### src/rtl/im_pkg.sv
// Shared definitions for the instruction memory controller.
// Holds the sequencer state type, the fetch-result source type, default
// geometry constants and small constant/helper functions used by im_ctrl.
package im_pkg;

    // Default geometry of the instruction memory
    localparam int IM_DATA_W_DEFAULT = 32;
    localparam int IM_ADDR_W_DEFAULT = 32;
    localparam int IM_DEPTH_DEFAULT  = 128;

    // Sequencer states: CLEAR wipes the array after reset, RUN is normal operation
    typedef enum logic {
        CLEAR = 1'b0,
        RUN   = 1'b1
    } state_t;

    // Where the registered fetch result currently comes from
    typedef enum logic [1:0] {
        SEL_ZERO = 2'd0,
        SEL_RAM  = 2'd1,
        SEL_BYP  = 2'd2
    } fetch_sel_t;

    // Ceiling log2, usable in parameter expressions
    function automatic int clog2(input int n);
        int r;
        r = 0;
        while ((1 << r) < n) begin
            r++;
        end
        return r;
    endfunction

    // A byte address is in range when its word address is below depth
    function automatic logic in_range(input logic [63:0] addr, input int depth, input int off_w);
        logic [63:0] lim;
        lim = 64'(depth);
        return (addr >> off_w) < lim;
    endfunction

endpackage

### src/rtl/im_ram.sv
// Plain DEPTH x DATA_W storage array for the instruction memory.
// One synchronous write port and one synchronous read port, no reset.
// The read register only updates when re_i is high, so it holds its value
// otherwise; a read and write to the same word in one cycle returns old data.
// Ports:
//   clk      clock
//   we_i     write enable
//   waddr_i  write word index
//   wdata_i  write data
//   re_i     read enable
//   raddr_i  read word index
//   rdata_o  registered read data
module im_ram #(
    parameter int DATA_W = 32,
    parameter int DEPTH  = 128,
    parameter int IDX_W  = 7
) (
    input  logic              clk,
    input  logic              we_i,
    input  logic [IDX_W-1:0]  waddr_i,
    input  logic [DATA_W-1:0] wdata_i,
    input  logic              re_i,
    input  logic [IDX_W-1:0]  raddr_i,
    output logic [DATA_W-1:0] rdata_o
);

    logic [DATA_W-1:0] mem [DEPTH];
    logic [DATA_W-1:0] rdata_q;

    // Write port and enabled read register share the same clock edge
    always_ff @(posedge clk) begin
        if (we_i) begin
            mem[waddr_i] <= wdata_i;
        end
        if (re_i) begin
            rdata_q <= mem[raddr_i];
        end
    end

    assign rdata_o = rdata_q;

endmodule

### src/rtl/im_ctrl.sv
// Instruction memory controller: registered fetch port for the IF stage and
// a handshaked load port for the boot/debug loader. After reset the array is
// cleared one word per cycle; loads and fetches are blocked until that ends.
// Adds range checking, write-first bypass, stall hold and a load counter.
// Ports:
//   clk, rst              clock, synchronous active-high reset
//   if_en, if_stall       fetch request, pipeline stall (holds fetch outputs)
//   if_addr               fetch byte address
//   if_data, if_valid     fetched word, fresh-result flag
//   if_err                last fetch address was out of range
//   ld_valid, ld_ready    load handshake
//   ld_addr, ld_data      load byte address and word
//   ld_err                one-cycle pulse for a dropped out-of-range load
//   ld_count              accepted in-range loads since reset (saturating)
//   busy                  clear sequence in progress
module im_ctrl import im_pkg::*; #(
    parameter int  DATA_W = IM_DATA_W_DEFAULT,
    parameter int  ADDR_W = IM_ADDR_W_DEFAULT,
    parameter int  DEPTH  = IM_DEPTH_DEFAULT,
    localparam int OFF_W  = clog2(DATA_W / 8),
    localparam int IDX_W  = clog2(DEPTH)
) (
    input  logic              clk,
    input  logic              rst,
    input  logic              if_en,
    input  logic              if_stall,
    input  logic [ADDR_W-1:0] if_addr,
    output logic [DATA_W-1:0] if_data,
    output logic              if_valid,
    output logic              if_err,
    input  logic              ld_valid,
    output logic              ld_ready,
    input  logic [ADDR_W-1:0] ld_addr,
    input  logic [DATA_W-1:0] ld_data,
    output logic              ld_err,
    output logic [IDX_W:0]    ld_count,
    output logic              busy
);

    localparam logic [IDX_W-1:0] CLR_LAST = IDX_W'(DEPTH - 1);

    state_t            state_q,   state_d;
    logic [IDX_W-1:0]  clrIdx_q,  clrIdx_d;
    fetch_sel_t        sel_q,     sel_d;
    logic [DATA_W-1:0] bypData_q, bypData_d;
    logic              ifValid_q, ifValid_d;
    logic              ifErr_q,   ifErr_d;
    logic              ldErr_q,   ldErr_d;
    logic [IDX_W:0]    ldCount_q, ldCount_d;

    logic [IDX_W-1:0]  ifIdx;
    logic [IDX_W-1:0]  ldIdx;
    logic              ifInRange;
    logic              ldInRange;
    logic              running;
    logic              clearing;
    logic              ldFire;
    logic              ldWrite;
    logic              fetchFire;
    logic              bypassHit;
    logic              ramWe;
    logic [IDX_W-1:0]  ramWaddr;
    logic [DATA_W-1:0] ramWdata;
    logic              ramRe;
    logic [DATA_W-1:0] ramRdata;

    // Address decode and handshake qualifiers. A bypass hit is a fetch that
    // lands on the very word being written this edge; it takes ld_data
    // directly instead of reading the array.
    assign ifIdx     = if_addr[OFF_W+IDX_W-1:OFF_W];
    assign ldIdx     = ld_addr[OFF_W+IDX_W-1:OFF_W];
    assign ifInRange = in_range(64'(if_addr), DEPTH, OFF_W);
    assign ldInRange = in_range(64'(ld_addr), DEPTH, OFF_W);
    assign running   = (state_q == RUN);
    assign clearing  = (state_q == CLEAR) && !rst;
    assign ldFire    = ld_valid && running;
    assign ldWrite   = ldFire && ldInRange;
    assign fetchFire = running && if_en && !if_stall;
    assign bypassHit = ldWrite && fetchFire && ifInRange && (ldIdx == ifIdx);

    // The clear sequencer owns the write port while clearing
    assign ramWe    = clearing ? 1'b1     : ldWrite;
    assign ramWaddr = clearing ? clrIdx_q : ldIdx;
    assign ramWdata = clearing ? '0       : ld_data;
    assign ramRe    = fetchFire && ifInRange && !bypassHit;

    im_ram #(
        .DATA_W (DATA_W),
        .DEPTH  (DEPTH),
        .IDX_W  (IDX_W)
    ) u_ram (
        .clk     (clk),
        .we_i    (ramWe),
        .waddr_i (ramWaddr),
        .wdata_i (ramWdata),
        .re_i    (ramRe),
        .raddr_i (ifIdx),
        .rdata_o (ramRdata)
    );

    // State and output registers
    always_ff @(posedge clk) begin
        if (rst) begin
            state_q   <= CLEAR;
            clrIdx_q  <= '0;
            sel_q     <= SEL_ZERO;
            bypData_q <= '0;
            ifValid_q <= 1'b0;
            ifErr_q   <= 1'b0;
            ldErr_q   <= 1'b0;
            ldCount_q <= '0;
        end else begin
            state_q   <= state_d;
            clrIdx_q  <= clrIdx_d;
            sel_q     <= sel_d;
            bypData_q <= bypData_d;
            ifValid_q <= ifValid_d;
            ifErr_q   <= ifErr_d;
            ldErr_q   <= ldErr_d;
            ldCount_q <= ldCount_d;
        end
    end

    // Next-state logic. Fetch result sources are remembered in sel_q so the
    // stall/idle hold simply keeps the selector and the RAM read register.
    always_comb begin
        state_d   = state_q;
        clrIdx_d  = clrIdx_q;
        sel_d     = sel_q;
        bypData_d = bypData_q;
        ifValid_d = ifValid_q;
        ifErr_d   = ifErr_q;
        ldErr_d   = 1'b0;
        ldCount_d = ldCount_q;

        case (state_q)
            CLEAR: begin
                ifValid_d = 1'b0;
                clrIdx_d  = clrIdx_q + 1'b1;
                if (clrIdx_q == CLR_LAST) begin
                    state_d  = RUN;
                    clrIdx_d = '0;
                end
            end
            RUN: begin
                if (ldFire) begin
                    if (ldInRange) begin
                        if (ldCount_q != '1) begin
                            ldCount_d = ldCount_q + 1'b1;
                        end
                    end else begin
                        ldErr_d = 1'b1;
                    end
                end
                if (!if_stall) begin
                    if (if_en) begin
                        ifValid_d = 1'b1;
                        if (!ifInRange) begin
                            sel_d   = SEL_ZERO;
                            ifErr_d = 1'b1;
                        end else if (bypassHit) begin
                            sel_d     = SEL_BYP;
                            bypData_d = ld_data;
                            ifErr_d   = 1'b0;
                        end else begin
                            sel_d   = SEL_RAM;
                            ifErr_d = 1'b0;
                        end
                    end else begin
                        ifValid_d = 1'b0;
                    end
                end
            end
            default: begin
                state_d = CLEAR;
            end
        endcase
    end

    // Fetch data is chosen from registered sources only
    always_comb begin
        case (sel_q)
            SEL_RAM: if_data = ramRdata;
            SEL_BYP: if_data = bypData_q;
            default: if_data = '0;
        endcase
    end

    assign if_valid = ifValid_q;
    assign if_err   = ifErr_q;
    assign ld_ready = running;
    assign ld_err   = ldErr_q;
    assign ld_count = ldCount_q;
    assign busy     = (state_q == CLEAR);

endmodule

### config.mk
export PLATFORM = sky130hd
export DESIGN_NAME = im_ctrl
export DESIGN_NICKNAME = d
export VERILOG_FILES = /design/src/rtl/im_pkg.sv /design/src/rtl/im_ram.sv /design/src/rtl/im_ctrl.sv
export SDC_FILE = /design/constraint.sdc
export NUM_CORES = 2
export LEC_CHECK = 0
export ABC_AREA = 1
export BUFFER_PORTS_ARGS = -buffer_cell sky130_fd_sc_hd__clkbuf_2
export CAP_MARGIN = 0
export CORE_ASPECT_RATIO = 0.5
export CORE_UTILIZATION = 50
export CTS_CLUSTER_SIZE = 14
export DETAILED_ROUTE_END_ITERATION = 8
export GPL_ROUTABILITY_DRIVEN = 0
export PLACE_DENSITY = 0.65
export SYNTH_ARGS = -nofsm -noshare
export SYNTH_HDL_FRONTEND = slang
export SYNTH_SLANG_ARGS = --single-unit
### constraint.sdc
create_clock -name clk -period 6.2 [get_ports clk]
set_clock_uncertainty 0.05 [all_clocks]
set_input_delay 1.24 -clock clk [delete_from_list [all_inputs] [get_ports clk]]
set_output_delay 1.24 -clock clk [all_outputs]
set_load 0.03 [all_outputs]
Word-level counts from Yosys, hierarchy flattened
Memories as Yosys holds them, arrays and structs flattened. A register that Yosys moved wholly into a read port is not among the register bits.
Index checks and enable logic that the tools add are counted.

storage, ports and cells
  flip-flop bits (word level) = 53
  RAM bits = 4096
  bits of input ports = 101
  output and inout bits = 45
  word-level logic and storage cells = 55
  memories kept = 1

memories
  name       words  bits a word  read ports  clocked after Yosys merged registers in  write ports  line          RTL
  u_ram.mem  128    32           1           1                                        1            im_ram.sv:27  logic [DATA_W-1:0] mem [DEPTH];

operators by class
  add/subtract/negate cells = 2
  magnitude comparators = 2
  equal/unequal tests = 6
  multiplexer cells = 16
  bitwise operators = 3
  reductions and logical operators = 17

operator list
  cell                   number
  $pmux W32 S2           1
  $lt A30 B8 Y1 const B  2
  $mux W32               1
  $mux W7                2
  $logic_and A1 B1 Y1    10
  $mux W1                9
  $add A8 B1 Y8 const B  1
  $ne A8 B8 Y1 const B   1
  $add A7 B1 Y7 const B  1
  $eq A7 B7 Y1           1
  $eq A7 B7 Y1 const B   1
  $reduce_and A5 Y1      1
  $mux W2                2
  $reduce_and A4 Y1      1
  $logic_not A1 Y1       3
  $not A1 Y1             3
  $reduce_and A3 Y1      1
  $reduce_or A3 Y1       1
  $eq A2 B1 Y1 const B   1
  $eq A2 B2 Y1 const B   1
  $ne A2 B2 Y1 const B   1
  $pmux W1 S2            1

Logic depth before layout (Yosys ltp)
  depth after elaboration = 7
  gate-level depth with buffers = 13
  mapped depth without buffers = 10

Hierarchy
Synthesis repeated with hierarchy kept, for this count alone.

unflattened totals
  cells, all modules = 14012
  area total of the unflattened synthesis = 168550.4 um2

modules (own cells, without submodules)
  module   times used  cells an instance  area an instance (um2)  sequential area each (um2)
  im_ram   1           13389              164954.5                123958.9
  im_ctrl  1           623                3595.9                  1061.0

Least setup slack after synthesis
No wires, ideal clock.

  kind = input port to flip-flop
  start point = in rst
  end point = mem u_ram.mem[0][10], data pin
  library setup time = 0.798 ns
  arrival = 4.626 ns
  data required time = 5.352 ns
  slack = 0.727 ns
  stages = 4
  path buffers = 2
  cell sequence = nor2_2 > buf_2 > clkbuf_1 > nor2_1

on the way
  longest elaborated chain between the ends = 3

ends and longest elaborated chain
  element                 line           RTL
  start, declared         im_ctrl.sv:24  input logic rst,
  $logic_not A1 Y1        im_ctrl.sv:75  assign clearing = (state_q == CLEAR) && !rst;
  $logic_and A1 B1 Y1     im_ctrl.sv:75
  $mux W32                im_ctrl.sv:84  assign ramWdata = clearing ? '0 : ld_data;
  named net ramWdata[10]  im_ctrl.sv:63  logic [DATA_W-1:0] ramWdata;
  end, declared           im_ram.sv:27

The timed path passes the listed nets, and every way through them passes these cells.

Worst setup path in the final report
  start point = reg sel_q[1]
  end point = out if_data[22]

on the way
  longest elaborated chain between the ends = 2
  elaborated cells on any way between the ends = 3
  classes of those cells = eq/ne (2); mux (1)

ends and longest elaborated chain
  element                                       line            RTL
  start, declared                               im_ctrl.sv:44   fetch_sel_t sel_q, sel_d;
  start signal, assigned                        im_ctrl.sv:115  sel_q <= sel_d;
  $eq A2 B2 Y1 or $eq A2 B1 Y1 (tied branches)  im_ctrl.sv:182  case (sel_q)
  $pmux W32 S2 *                                im_ctrl.sv:182
  end, declared                                 im_ctrl.sv:28   output logic [DATA_W-1:0] if_data,

Every way passes the cells marked *; elsewhere a longest branch is shown, timed or not.

==> impl.org <==
** Outcome
- The flow ran to the end, and the final reports show no timing, DRC or antenna violations.

** STA
- In the final timing run, aggregate negative setup slack is 0 ps.
- The count of endpoints failing hold in the final timing report was 0.
- In this run the tightest slew margin relative to its limit is 4.36%.
- Hold timing on the final database bottoms out at a slack of 419 ps.
- Top achievable clock speed :: 202 MHz
- Setup repair after global routing left no endpoint under its margin.
- At the pin with the least slew margin, the transition time is 1430 ps.
- Post-route setup slack :: 1240 ps
- Crit path time final :: 4960 ps
- Setup violations remaining at the end of the flow were counted as 0.
- After layout, the worst path uses 79.9% of the clock period.
- Final Max Slew Viols :: 0

** Worst setup path
- For this run, the slowest stage of the critical path takes 740 ps.
- The critical path ends at if_data[22].
- Required arrival time at the worst endpoint :: 4910 ps
- The worst register-to-register path begins at ld_ready.
- The setup check on the worst reg-to-reg path leaves a slack of 2120 ps.
- Slowest stage cell, crit path :: sky130_fd_sc_hd__a21oi_1
- STA classifies the critical path startpoint as a flop.
- For the worst flop-to-flop path, the logic depth is 8.
- Element type at the critical path end :: output port
- Walking the worst path, the cells encountered are ha_1 > buf_4 > nand2_1 > a21oi_1 > clkbuf_2.
- The endpoint identified for the worst register-to-register timing path is u_ram.mem[1][25].
- The most critical setup path has its startpoint at sel_q[1].
- Type of the worst setup path :: reg2out
- Along the worst path, the maximum fanout reaches 20.
- Worst EP arrival :: 3670 ps

** Finish
- Area of all placed cells without fillers :: 186,000 sq um
- The library cell used most frequently in the layout, excluding fill and tap cells, is sky130_fd_sc_hd__nand2_1.
- Util after Layout :: 56.2%
- Of the cells placed in the final design, the portion with a size suffix greater than 1 is 8.54%.
- Counting the fill cells in the layout gives 26,500.
- The count of cells in the finished layout, fillers not included, comes to 18,600.
- Relative to the synthesized area, the layout overhead comes to 11.2%.
- In the layout the commonest cells are sky130_fd_sc_hd__nand2_1, sky130_fd_sc_hd__edfxtp_1, sky130_fd_sc_hd__nand3_1.
- Number of nets in the layout :: 14,000

** Logic synthesis
- Area share of xor/xnor cells in the synthesized design :: 0.0784%
- Number of instances in the synthesized netlist :: 13,900
- After synthesis, the largest area contributor takes up 74.0% of total cell area.
- Total nets after synthesis :: 14,000
- Simple-gate area share of the yosys netlist :: 22.4%
- Cell area after technology mapping :: 168,000 sq um
- Fraction of synthesized area in multiplexers :: 0%
- Post-synthesis adder-cell area fraction :: 0.0299%
- Dominant combinational cell family by area after synthesis :: simple AND/OR/NAND/NOR gates
- After synthesis, the cell types taking the most area are sky130_fd_sc_hd__edfxtp_1, sky130_fd_sc_hd__nand3_1, sky130_fd_sc_hd__nand2_1.
- Yosys warning count :: 0
- The share of the Yosys chip area taken by registers is 74.6%.
- Average footprint of a synthesized cell :: 12.0 sq um
- Yosys mapped the design onto 26 distinct sky130hd cell types.
- Library cell occupying the most area in the post-synthesis netlist :: sky130_fd_sc_hd__edfxtp_1
- The synthesized netlist devotes 0.291% of its cell area to compound gates.
- Synth Register Bits :: 4,181

** Placed design
- Counting tap cells, the placed design contains a total of 18,000 instances.
- Once placement finished, the instance area stood at 175,000 sq um.
- Detailed-placement wirelength estimate :: 269 mm
- Count of port buffers added during placement :: 141
- Minimum setup slack after placement :: 1110 ps

** Floorplanning
- In this run the standard cell core region covers 331,000 sq um.
- Starting density of the core :: 50.5%
- Measured along the y axis, the die boundary spans 411 microns.
- The die covers 337,000 sq um.
- Pin placement for this block handled 146 I/O pins.
- The floorplan has 149 rows.
- The die is 821 microns wide.

** CTS
- Buffers inserted to repair hold after CTS numbered 0.
- Number of buffers on the longest clock path :: 4
- Buffers inserted during clock tree synthesis total 374.
- The later pin in the worst-skew pair is clocked with a latency of 930 ps.
- Root Buffer :: sky130_fd_sc_hd__clkbuf_16
- After clock tree synthesis, the clock-pin slew on the worst setup and hold paths is 70 ps.
- Post-CTS sizing :: 0
- TritonCTS clock tree :: yes
- The H-tree was split into 5 levels.
- Post-CTS Setup Bufs :: 0
- Sinks on Clock Net :: 4,181

** Global routing
- Total GRT Usage :: 28.6%
- The number of global-route vias before repair came to 102,000.
- Wire length of the first global-routing pass :: 705 mm
- Entering global routing, the biggest net connects 187 pins.
- After global routing the overflow that remains totals 0.
- Number of antenna violations at the first check in global routing :: 17

** Detailed routing
- Top metal layer carrying routed signals :: met5
- Dividing the detail-routed via count by the number of cells gives 5.99.
- Number of nets with antenna violations after detailed routing :: 0
- Routed length on met2 :: 209 mm
- Routed len/inst :: 26.5 microns
- The routed design uses 65.7 mm of met3 wire.
- After detailed routing, the number of remaining DRC violations is 0.
- The pre-antenna-repair detailed-routing pass consisted of 6 iterations.
- Total wirelength of the detailed-routed design :: 495 mm
- Total via count in the routed design :: 112,000
- For this block, wires on met1 add up to 198 mm.
- Violation count after the first detailed-route iteration :: 17,000

** Power
- P per Cell Area :: 306 nW/um^2
- Of the total power, combinational logic draws 6.8%.
- Sequential cells burn 54.6% of the power.
- Sw Share :: 23.2%
- Net switching power of the design :: 13.3 mW
- Power comes to 57.0 mW.
- Relative contribution of the clock network to total power :: 38.5%
- The internal power of the cells totals 43.8 mW.
- The worst-case IR drop observed on VDD is 252 uV.
- Leakage power total :: 64.9 nW

** Run
- Max-cap violations :: 0

** Worst hold path
- The worst hold path belongs to the class reg2reg.
[power by group through the flow]
stage	registers, mW	clock network (mW)	logic, mW
global placement	31.8	0	3.72
finish	31.2	22.0	3.89
floorplan	31.8	0	2.05
global route	31.2	23.1	4.12
detailed placement	31.8	0	3.78
CTS	31.2	22.1	3.79
[metal layers]
metal	GRT usage (%)	up-vias
met5	0.308	-
met4	11.2	4
met3	7.99	867
met2	40.5	6412
met1	42.1	54800
li1	-	49600
[logic make-up after synthesis]
logic type      after synthesis
compound gates               92
fa+ha+maj                     4
xor+xnor                     15
buf+inv                    1023
simple gates               8609
flops                      4181
[cell usage after synthesis, drive strengths merged]
master and instances:
a211oi 1, nor3 7, a31oi 1, xnor2 4, buf 516, inv 90, o21ai 45, nand4 15
edfxtp 4128, xor2 11, or2 7, nor2 285, nand3 4046, clkbuf 417, ha 4, dfxtp 53
a21oi 45, nand2 4249
[registers in the layout, indices dropped and copies added (netlist names), 2 cells and up]
| register | count |
|---|---|
| u_ram.mem | 4096 |
| u_ram.rdata_o | 32 |
| bypData_q | 32 |
| ld_count | 8 |
| clrIdx_q | 7 |
| sel_q | 2 |
[worst min-delay path by stage]
stage / start / slack, ps / endpoint / depth (start not counted)
after floorplan: bypData_q[0] / 400 / bypData_q[0] / 2
after global placement: if_valid / 410 / if_valid / 2
after detailed placement: if_valid / 420 / if_valid / 2
after CTS: if_valid / 430 / if_valid / 2
after global routing: if_valid / 450 / if_valid / 2
final: if_valid / 420 / if_valid / 2
[area by class of cell]
type                    instances  area [sq um]  area share, %
diodes                          9          22.5         0.0121
clock buffers                 489         10000           5.38
clock inverters               144          1020          0.550
inverters                      90           373          0.200
multi-input cells            8720         39400           21.1
flip-flops and latches       4181        125000           67.1
well taps                    4454          5570           2.99
repair buffers                555          4810           2.58
[worst max-delay path, delay by kind of cell (launching register included)]
kind,cells,cell delay (ps)
buffers and inverters,2,780
AO/OA/AOI/OAI,1,740
flip-flops,1,390
AND/OR/NAND/NOR,1,90
adder cells (fa/ha/maj),1,700
(Power assumes the default switching activity.)
